--- src/rtl/serial_deserializer_pkg.sv ---
// Shared definitions for the serial deserializer: FSM state encoding,
// bit-order constants and the default word length.
package serial_deserializer_pkg;

    localparam int DEFAULT_WIDTH = 8;

    localparam logic DIR_MSB_FIRST = 1'b0;
    localparam logic DIR_LSB_FIRST = 1'b1;

    typedef enum logic [1:0] {
        IDLE  = 2'd0,
        SHIFT = 2'd1,
        HOLD  = 2'd2
    } state_t;

endpackage

--- src/rtl/serial_deserializer_bit_counter.sv ---
// Counts accepted serial bits within a frame; flags the last bit of the word
// and wraps back to zero on it so the count never passes WIDTH-1.
module bit_counter
    import serial_deserializer_pkg::*;
#(
    parameter int WIDTH = DEFAULT_WIDTH,
    localparam int CW   = (WIDTH > 1) ? $clog2(WIDTH) : 1
) (
    input  logic clk,
    input  logic reset,
    input  logic clear,
    input  logic enable,
    output logic terminal
);

    localparam logic [CW-1:0] LAST = CW'(WIDTH - 1);

    logic [CW-1:0] count;

    assign terminal = enable && (count == LAST);

    always_ff @(posedge clk) begin
        if (reset || clear) begin
            count <= '0;
        end else if (enable) begin
            count <= terminal ? '0 : count + CW'(1);
        end
    end

endmodule

--- src/rtl/serial_deserializer.sv ---
// Serial-to-parallel converter with selectable bit order, valid/ready
// output handshake, back-to-back frame support and a sticky overrun flag.
module serial_deserializer
    import serial_deserializer_pkg::*;
#(
    parameter int WIDTH = DEFAULT_WIDTH
) (
    input  logic             clk,
    input  logic             reset,
    input  logic             start,
    input  logic             dir,
    input  logic             sin,
    input  logic             sin_valid,
    input  logic             data_ready,
    output logic [WIDTH-1:0] q_reg,
    output logic             data_valid,
    output logic             busy,
    output logic             overrun
);

    state_t           state;
    logic [WIDTH-1:0] sr;
    logic [WIDTH-1:0] next_sr;
    logic             dir_latched;
    logic             start_accept;
    logic             shift_en;
    logic             last_bit;

    assign busy       = (state == SHIFT);
    assign data_valid = (state == HOLD);
    assign shift_en   = busy && sin_valid;

    // A new frame may begin from IDLE, or from HOLD in the same cycle the word is consumed.
    assign start_accept = start && ((state == IDLE) || (data_valid && data_ready));

    always_comb begin
        next_sr = sr;
        if (dir_latched == DIR_LSB_FIRST) begin
            next_sr = {sin, sr[WIDTH-1:1]};
        end else begin
            next_sr = {sr[WIDTH-2:0], sin};
        end
    end

    bit_counter #(
        .WIDTH(WIDTH)
    ) u_bit_counter (
        .clk     (clk),
        .reset   (reset),
        .clear   (start_accept),
        .enable  (shift_en),
        .terminal(last_bit)
    );

    // The final bit goes straight into q_reg so the word is visible one cycle after it arrives.
    always_ff @(posedge clk) begin
        if (reset) begin
            state       <= IDLE;
            sr          <= '0;
            q_reg       <= '0;
            overrun     <= 1'b0;
            dir_latched <= DIR_MSB_FIRST;
        end else begin
            if (shift_en) begin
                sr <= next_sr;
            end
            if (shift_en && last_bit) begin
                q_reg <= next_sr;
                state <= HOLD;
            end
            if (data_valid && sin_valid) begin
                overrun <= 1'b1;
            end
            if (start_accept) begin
                state       <= SHIFT;
                sr          <= '0;
                dir_latched <= dir;
                overrun     <= 1'b0;
            end else if (data_valid && data_ready) begin
                state <= IDLE;
            end
        end
    end

endmodule

--- config.mk ---
export PLATFORM = sky130hd
export DESIGN_NAME = serial_deserializer
export DESIGN_NICKNAME = d
export VERILOG_FILES = /design/src/rtl/serial_deserializer_pkg.sv /design/src/rtl/serial_deserializer_bit_counter.sv /design/src/rtl/serial_deserializer.sv
export SDC_FILE = /design/constraint.sdc
export NUM_CORES = 1
export LEC_CHECK = 0
export CAP_MARGIN = 5
export CORE_MARGIN = 1
export CORE_UTILIZATION = 40
export CTS_BUF_LIST = sky130_fd_sc_hd__clkbuf_2
export DETAILED_ROUTE_END_ITERATION = 7
export PLACE_DENSITY = 0.73
export REMOVE_ABC_BUFFERS = 1
export SLEW_MARGIN = 20
export SYNTH_ARGS = -nofsm -noshare
export SYNTH_HDL_FRONTEND = slang
export SYNTH_HIERARCHICAL = 1
export SYNTH_SLANG_ARGS = --single-unit
--- constraint.sdc ---
create_clock -name clk -period 2.5 [get_ports clk]
set_clock_uncertainty 0.15 [all_clocks]
set_input_delay 0.75 -clock clk [delete_from_list [all_inputs] [get_ports clk]]
set_output_delay 0.75 -clock clk [all_outputs]
set_load 0.005 [all_outputs]
## Word level (Yosys, flattened, before mapping)

Index checks and enable logic that the tools add are counted.

| storage, ports and cells | value |
|---|---|
| flip-flop bits (word level) | 23 |
| bits in latches | 0 |
| bits in writable memories | 0 |
| memory bits (read-only) | 0 |
| bits of input ports | 7 |
| output and inout bits | 11 |
| logic and storage cells | 28 |
| memories | 0 |

| operators by class | value |
|---|---|
| $add $sub $neg | 1 |
| $mul | 0 |
| div/mod/pow operators | 0 |
| $lt $le $gt $ge | 0 |
| equality and inequality tests | 3 |
| shifts and indexed selects | 0 |
| muxes and demuxes | 5 |
| bitwise operators | 0 |
| reductions and logical operators | 12 |

Operator list:

| cell | count |
|---|---|
| 2-to-1 mux 8 bit | 1 |
| logical AND 1 bit | 6 |
| adder 3 x 1 -> 3 bit, second input constant | 1 |
| equality test 3 bit, second input constant | 1 |
| 2-to-1 mux 1 bit | 3 |
| 2-to-1 mux 3 bit | 1 |
| nonzero test 3 bit | 1 |
| OR reduction 3 bit | 1 |
| equality test 2 x 1 -> 1 bit, second input constant | 1 |
| equality test 2 bit, second input constant | 1 |
| logical NOT 2 bit | 1 |
| logical OR 1 bit | 2 |
| OR reduction 2 bit | 1 |

## Logic depth before layout (Yosys ltp)

Gate-level depths: netlist of the first run.

| logic depth | value |
|---|---|
| depth after elaboration | 7 |
| mapped depth | 9 |
| depth with buffers taken out | 6 |

## Cells and area by module

The synthesis of the first run kept the hierarchy.

Modules (own cells, without submodules):

| module | instances | cells each | area each (µm²) |
|---|---|---|---|
| serial_deserializer | 1 | 85 | 893.4 |
| bit_counter | 1 | 14 | 155.1 |

## Least setup slack after synthesis of the first run

No wires, ideal clock.

| path | value |
|---|---|
| path type | in2reg |
| from | input port sin_valid |
| to | register state[1] |
| arrival | 1.873 ns |
| data required time | 2.220 ns |
| setup slack | 0.348 ns |
| cell stages on the path | 9 |
| buffers on the path | 4 |
| path through | and3b_1 -> buf_6 -> buf_8 -> and2_1 -> and4b_1 -> buf_6 -> buf_12 -> a21oi_1 -> nor2_1 |

| on the way | value |
|---|---|
| word-level cells in the longest chain between the ends | 3 |

Ends and longest elaborated chain:

| what | line | text |
|---|---|---|
| start, declared | serial_deserializer.sv:13 | `input logic sin_valid,` |
| logical AND 1 bit | serial_deserializer.sv:31 | `assign shift_en = busy && sin_valid;` |
| named net shift_en | serial_deserializer.sv:26 | `logic shift_en;` |
| logical AND 1 bit | serial_deserializer_bit_counter.sv:20 | `assign terminal = enable && (count == LAST);` |
| named net last_bit | serial_deserializer.sv:27 | `logic last_bit;` |
| logical AND 1 bit | serial_deserializer.sv:67 | `if (shift_en && last_bit) begin` |
| end signal, assigned | serial_deserializer.sv:69 | `state <= HOLD;` |
| end signal, assigned | serial_deserializer.sv:75 | `state <= SHIFT;` |
| end signal, assigned | serial_deserializer.sv:80 | `state <= IDLE;` |
| end, declared | serial_deserializer.sv:21 | `state_t state;` |

The timed path passes the listed nets, and every way through them passes these cells.
A chain may end at the register's enable or synchronous reset.

## Worst setup path after layout of the first run

| path | value |
|---|---|
| from | register state[0] |
| to | output port busy |

| on the way | value |
|---|---|
| word-level cells in the longest chain between the ends | 1 |

Ends and longest elaborated chain:

| what | line | text |
|---|---|---|
| start signal, assigned | serial_deserializer.sv:58 | `state <= IDLE;` |
| start signal, assigned | serial_deserializer.sv:69 |  |
| start signal, assigned | serial_deserializer.sv:75 |  |
| equality test 2 x 1 -> 1 bit | serial_deserializer.sv:29 | `assign busy = (state == SHIFT);` |
| end, declared | serial_deserializer.sv:17 | `output logic busy,` |

No other way between the ends.

==> results of run 1 <==
[final cells by class]
class	instances	area [sq um]
fillers	249	1220
multi-input cells	69	518
flip-flops and latches	23	462
repair buffers	21	213
well taps	30	37.5
clock buffers	3	15.0
clock inverters	1	5.00
inverters	1	3.75
[layer usage]
| metal | track usage | part of all wire | up-vias |
|---|---|---|---|
| li1 | - | - | 393 |
| met1 | 0.209 | 0.44 | 374 |
| met2 | 0.281 | 0.51 | 14 |
| met3 | 0.0603 | 0.048 | 0 |
| met4 | 0.0263 | 0 | 0 |
| met5 | 0 | 0 | - |
[critical path: cells and delay by family, from the launching register on]
kind / cells / cell delay, ps
flip-flops: 1 / 410
AND/OR/NAND/NOR: 1 / 120
buffers and inverters: 2 / 580
[cell usage after synthesis (2+ instances only)]
master / instances
nor2_1: 19
a211oi_1: 8
mux2i_1: 9
buf_6: 2
or3b_1: 2
a211oi_2: 10
dfxtp_1: 23
a21oi_1: 3
nand2b_1: 4
ha_1: 2
[layout by cell type, fill, tap and decap left out]
cell,n
a211oi_1,8
a211oi_2,10
a21oi_1,3
and2_1,1
and2b_1,1
and3b_1,1
and4b_1,1
buf_12,1
buf_4,3
clkbuf_2,3
clkdlybuf4s50_1,17
clkinv_2,1
dfxtp_1,22
dfxtp_2,1
ha_1,2
inv_1,1
mux2i_1,9
nand2b_1,4
nand3b_1,1
nor2_1,19
nor2_2,1
nor2b_1,1
nor2b_2,1
nor3_1,1
o21ai_0,1
o21bai_2,1
o22ai_1,1
or3b_1,2
[stage by stage]
| step | cells | util | power, W | hold slack, ps |
|---|---|---|---|---|
| floorplan | 93 | - | 0.000426 | 301 |
| global placement | 144 | 0.497 | 0.000454 | 308 |
| detailed placement | 144 | 0.497 | 0.000457 | 311 |
| CTS | 148 | 0.506 | 0.000610 | 356 |
| global route | 148 | 0.506 | 0.000633 | 381 |
| finish | 148 | 0.506 | 0.000600 | 349 |
[path summary, 6_finish.rpt]
kind	start	endpoint	slack, ps	cells past startpoint
worst max register to register	u_bit_counter/count[0]$_SDFFE_PP0P_	state[0]$_SDFFE_PP0P_	740	7
worst min register to register	u_bit_counter/count[2]$_SDFFE_PP0P_	u_bit_counter/count[2]$_SDFFE_PP0P_	350	2
worst max-delay path	state[0]$_SDFFE_PP0P_	busy	160	3
worst min-delay path	u_bit_counter/count[2]$_SDFFE_PP0P_	u_bit_counter/count[2]$_SDFFE_PP0P_	350	2
[kinds of logic after synthesis]
kind of cell | share of synthesized area
compound gates | 0.212
fa+ha+maj | 0.0239
simple gates | 0.172
buf+inv | 0.0668
mux | 0.0859
flops | 0.439
[repair_timing]
item | 4_1_cts | 5_1_grt
gates resized for setup | 0 | 1
setup endpoints to repair | 0 | 1
endpoints found under the hold margin | 0 | 0
[power by group]
part / total [W] / internal, W / switching [W]
clock: 0.000149 / 0.0000363 / 0.000113
combinational: 0.0000655 / 0.0000320 / 0.0000335
sequential: 0.000385 / 0.000376 / 0.00000933
==> flow_summary.json, run 1 <==
{
  "status": "completed",
  "p_per_area_nw_per_um2": 478,
  "drive_above_1_share": 0.186,
  "synth_area_per_cell_sq_um": 10.6,
  "dpl-instance-area_sq_um": 1230,
  "grt_max_degree": 19,
  "crit_type": "flip-flop to primary output",
  "cts_tree": "built",
  "die_area_sq_um": 2830,
  "vias": 781,
  "wl_per_cell_um": 13.2,
  "clk_path_buf_depth": 2,
  "detailedPlace.worstSlack_ps": 49.7,
  "postCtsHoldBufs": 0,
  "async_reset_ff_frac": 0,
  "ys_seq_elements": 23,
  "overflow": 0,
  "drt_wl_total_um": 1960,
  "power_leakage_nw": 0.417,
  "ant_nets": 0,
  "gp_congestion": 0.736,
  "dp.final_hpwl_um": 1430,
  "core.rowCount": 18,
  "relSlewSlack": 0.672,
  "grt_antenna_before_repair": 0,
  "coreArea_sq_um": 2480,
  "synth_cell_type_count": 27,
  "required_ps": 1600,
  "worst_slack_ps": 157,
  "slowest_stage": "clkdlybuf4s50_1",
  "crit_chain": "inv_1 -> nor2_1 -> clkdlybuf4s50_1",
  "num_io_pins": 18,
  "cts_setup_buffers": 0,
  "finalCritPeriodShare": 0.937,
  "grt_pass1_wl_um": 3410,
  "path_max_fanout": 6,
  "fin_crit_ps": 2340,
  "cts.reportedPaths.clkPinSlew_ps": 220,
  "clk_latency_ps": 330,
  "fmax_mhz": 427,
  "yosys_most_used_dff": "dfxtp_1",
  "setup_violations": 0,
  "io_buffer_count": 17,
  "syn_area_sq_um": 1050,
  "drt_iter0_drc": 6,
  "tightest_slew_ps": 491,
  "die_x_um": 53.2,
  "viasPerCell": 5.28,
  "start_kind": "flip-flop",
  "root_buffer": "clkbuf_2",
  "cts_made_buffers": 3,
  "drc_errors": 0,
  "worstHoldPathType": "flip-flop to flip-flop",
  "cp-end-kind": "primary output",
  "area_growth_pct": 19.6,
  "grt_setup_unrepaired": "false",
  "drv_cap": 0,
  "synth_top_area_frac": 0.439,
  "setup_tns_ps": 0,
  "synthTopCellsByArea": "dfxtp_1 (44%), a211oi_2 (12%), mux2i_1 (8.6%)",
  "yosysSeqAreaShare": 0.439,
  "dieHeight_um": 53.2,
  "h-tree-depth": 1,
  "drv_slew": 0,
  "cpPeakStageDelay_ps": 520,
  "synth_cells": 99,
  "antenna_cells": 0,
  "synth_edf_count": 0,
  "start_util": 0.423,
  "yosysWarningCount": 6,
  "dr.pass1.iters": 4,
  "cp.arrival_ps": 1440,
  "hold_viol": 0,
  "finalInstanceArea_sq_um": 1250,
  "fin_nets": 128,
  "clkSinkCount": 23,
  "track_usage": 0.169,
  "grt_pass1_vias": 788,
  "yosysTopAreaCell": "dfxtp_1",
  "ir_drop_uv": 306
}
No activity file was read; power rests on OpenSTA's default activity.
==> run 2: changes to the inputs <==
--- a/config.mk
+++ b/config.mk
@@ -6,6 +6,7 @@
 export NUM_CORES = 1
 export LEC_CHECK = 0
 export CAP_MARGIN = 5
+export CORE_ASPECT_RATIO = 1.1
 export CORE_MARGIN = 1
 export CORE_UTILIZATION = 40
 export CTS_BUF_LIST = sky130_fd_sc_hd__clkbuf_2
==> run 2 against run 1 <==
Against the previous run: hold slack improved by 8.4 ps; power decreased by 0.26%; sequential cell count is the same; register-to-register slack lost 60 ps; largest power group unchanged; via count is 1.2% lower.
==> flow_summary.json, run 2 (synthesized netlist as in run 1, its figures left out) <==
{
  "cpPeakStageDelay_ps": 510,
  "ff2ff_setup_slack_ps": 680,
  "final_common_cell": "dfxtp_1",
  "drv_cap": 0,
  "antenna_cells": 0,
  "grt_antenna_before_repair": 0,
  "grt_setup_unrepaired": "false",
  "relSlewSlack": 0.668,
  "cp-end-kind": "primary output",
  "cts_tree": "built",
  "cts.reportedPaths.clkPinSlew_ps": 210,
  "clkSinkCount": 23,
  "register_area_sq_um": 460,
  "wl_met3_um": 47,
  "viasPerCell": 5.22,
  "crit_buf_inv": 1,
  "required_ps": 1600,
  "fin_crit_ps": 2330,
  "clk_path_buf_depth": 2,
  "min_from": "overrun$_SDFFE_PP0P_",
  "start_kind": "flip-flop",
  "wl_per_cell_um": 13.1,
  "crit_chain": "and2b_1 -> clkdlybuf4s50_1",
  "final_cell_mix": "dfxtp_1 (23), nor2_1 (19), clkdlybuf4s50_1 (17), a211oi_2 (10), mux2i_1 (9)",
  "start_util": 0.420,
  "root_buffer": "clkbuf_2",
  "io_buffer_count": 17,
  "drt_iter0_drc": 12,
  "power.total_w": 0.000598,
  "r2r_start": "u_bit_counter/count[0]$_SDFFE_PP0P_",
  "cts_setup_buffers": 0,
  "setup_tns_ps": 0,
  "worstHoldPathType": "flip-flop to flip-flop",
  "core.rowCount": 19,
  "multiInputGateArea_sq_um": 518,
  "grt_max_degree": 22,
  "p_per_area_nw_per_um2": 480,
  "die_x_um": 50.8,
  "dr.pass1.iters": 4,
  "dp.final_hpwl_um": 1430,
  "r2r-end": "q_reg[3]$_SDFFE_PP0P_",
  "vias": 772,
  "drv_slew": 0,
  "fillers": 250,
  "cts_made_buffers": 3,
  "fmax_mhz": 429,
  "h-tree-depth": 1,
  "grt_pass1_wl_um": 3150,
  "num_io_pins": 18,
  "r2r_cells": 7,
  "path_max_fanout": 6,
  "power_leakage_nw": 0.412,
  "clk_latency_ps": 320,
  "coreArea_sq_um": 2500,
  "dpl-instance-area_sq_um": 1230,
  "ant_nets": 0,
  "finalInstanceArea_sq_um": 1250,
  "postCtsHoldBufs": 0,
  "setup_violations": 0,
  "fin_nets": 127,
  "grt_pass1_vias": 728,
  "overflow": 0,
  "finalCritPeriodShare": 0.933,
  "min_path_cells": 2,
  "wl_met2_um": 1010,
  "tightest_slew_ps": 498,
  "ir_drop_uv": 250,
  "drt_wl_total_um": 1950,
  "met1_length_um": 878,
  "gp_congestion": 0.751,
  "dr.max_layer_used": "met4",
  "drive_above_1_share": 0.171,
  "slowest_stage": "clkdlybuf4s50_1",
  "area_growth_pct": 18.9,
  "die_area_sq_um": 2830,
  "hold_viol": 0,
  "cp.arrival_ps": 1430,
  "cts_resized": 0,
  "track_usage": 0.148,
  "hold_end": "overrun$_SDFFE_PP0P_",
  "crit_family": "buffers and inverters",
  "crit_type": "flip-flop to primary output",
  "dieHeight_um": 55.7,
  "drc_errors": 0,
  "status": "completed"
}
-- run 2: cell types whose count changed in the layout (fill, tap and decap cells not counted), sizes merged --
cell,delta
buf,-1
clkbuf,+1
clkinv,-1
-- run 2: how the worst max path moves through the flow --
stage | end | cells after the start | startpoint | slack [ps]
after global placement | q_reg[1]$_SDFFE_PP0P_ | 7 | sin_valid | 70
after global routing | busy | 3 | state[0]$_SDFFE_PP0P_ | 80
after floorplan | state[0]$_SDFFE_PP0P_ | 5 | sin_valid | -80
final | data_valid | 2 | state[0]$_SDFFE_PP0P_ | 170
after detailed placement | q_reg[2]$_SDFFE_PP0P_ | 7 | sin_valid | 10
after CTS | data_valid | 2 | state[0]$_SDFFE_PP0P_ | 150
-- run 2: per-stage QoR --
stage	utilization	setup slack [ps]	hold slack, ps	std cells
3_5_place_dp	0.491	11.5	319	144
5_1_grt	0.499	77.8	385	148
3_3_place_gp	0.491	69.1	303	144
2_1_floorplan	-	-85.0	301	93
4_1_cts	0.499	150	366	148
6_report	0.499	168	358	148
-- run 2: worst reg2reg max path: stages (launching register included) --
cell      delay (ps)
dfxtp_1          400
ha_1             160
ha_1             200
and2_1           140
and4b_1          300
buf_12           180
nor2_1            60
a211oi_2         190
-- run 2: layout make-up --
class | count | share of cell area
Inverter | 1 | 0.00301
Multi-Input combinational cell | 69 | 0.416
Clock buffer | 4 | 0.0161
Tap cell | 31 | 0.0311
Sequential cell | 23 | 0.369
Timing Repair Buffer | 20 | 0.165
-- run 2: metal layers --
layer | track usage | vias to the layer above
li1 | - | 392
met5 | 0 | -
met3 | 0.0246 | 2
met4 | 0.0476 | 0
met1 | 0.188 | 364
met2 | 0.251 | 14
-- run 2: power by group --
group / internal, W / switching, W / total (W) / leakage, nW
Combinational: 0.0000309 / 0.0000320 / 0.0000629 / 0.209
Sequential: 0.000376 / 0.00000959 / 0.000385 / 0.186
Clock: 0.0000423 / 0.000108 / 0.000150 / 0.0166
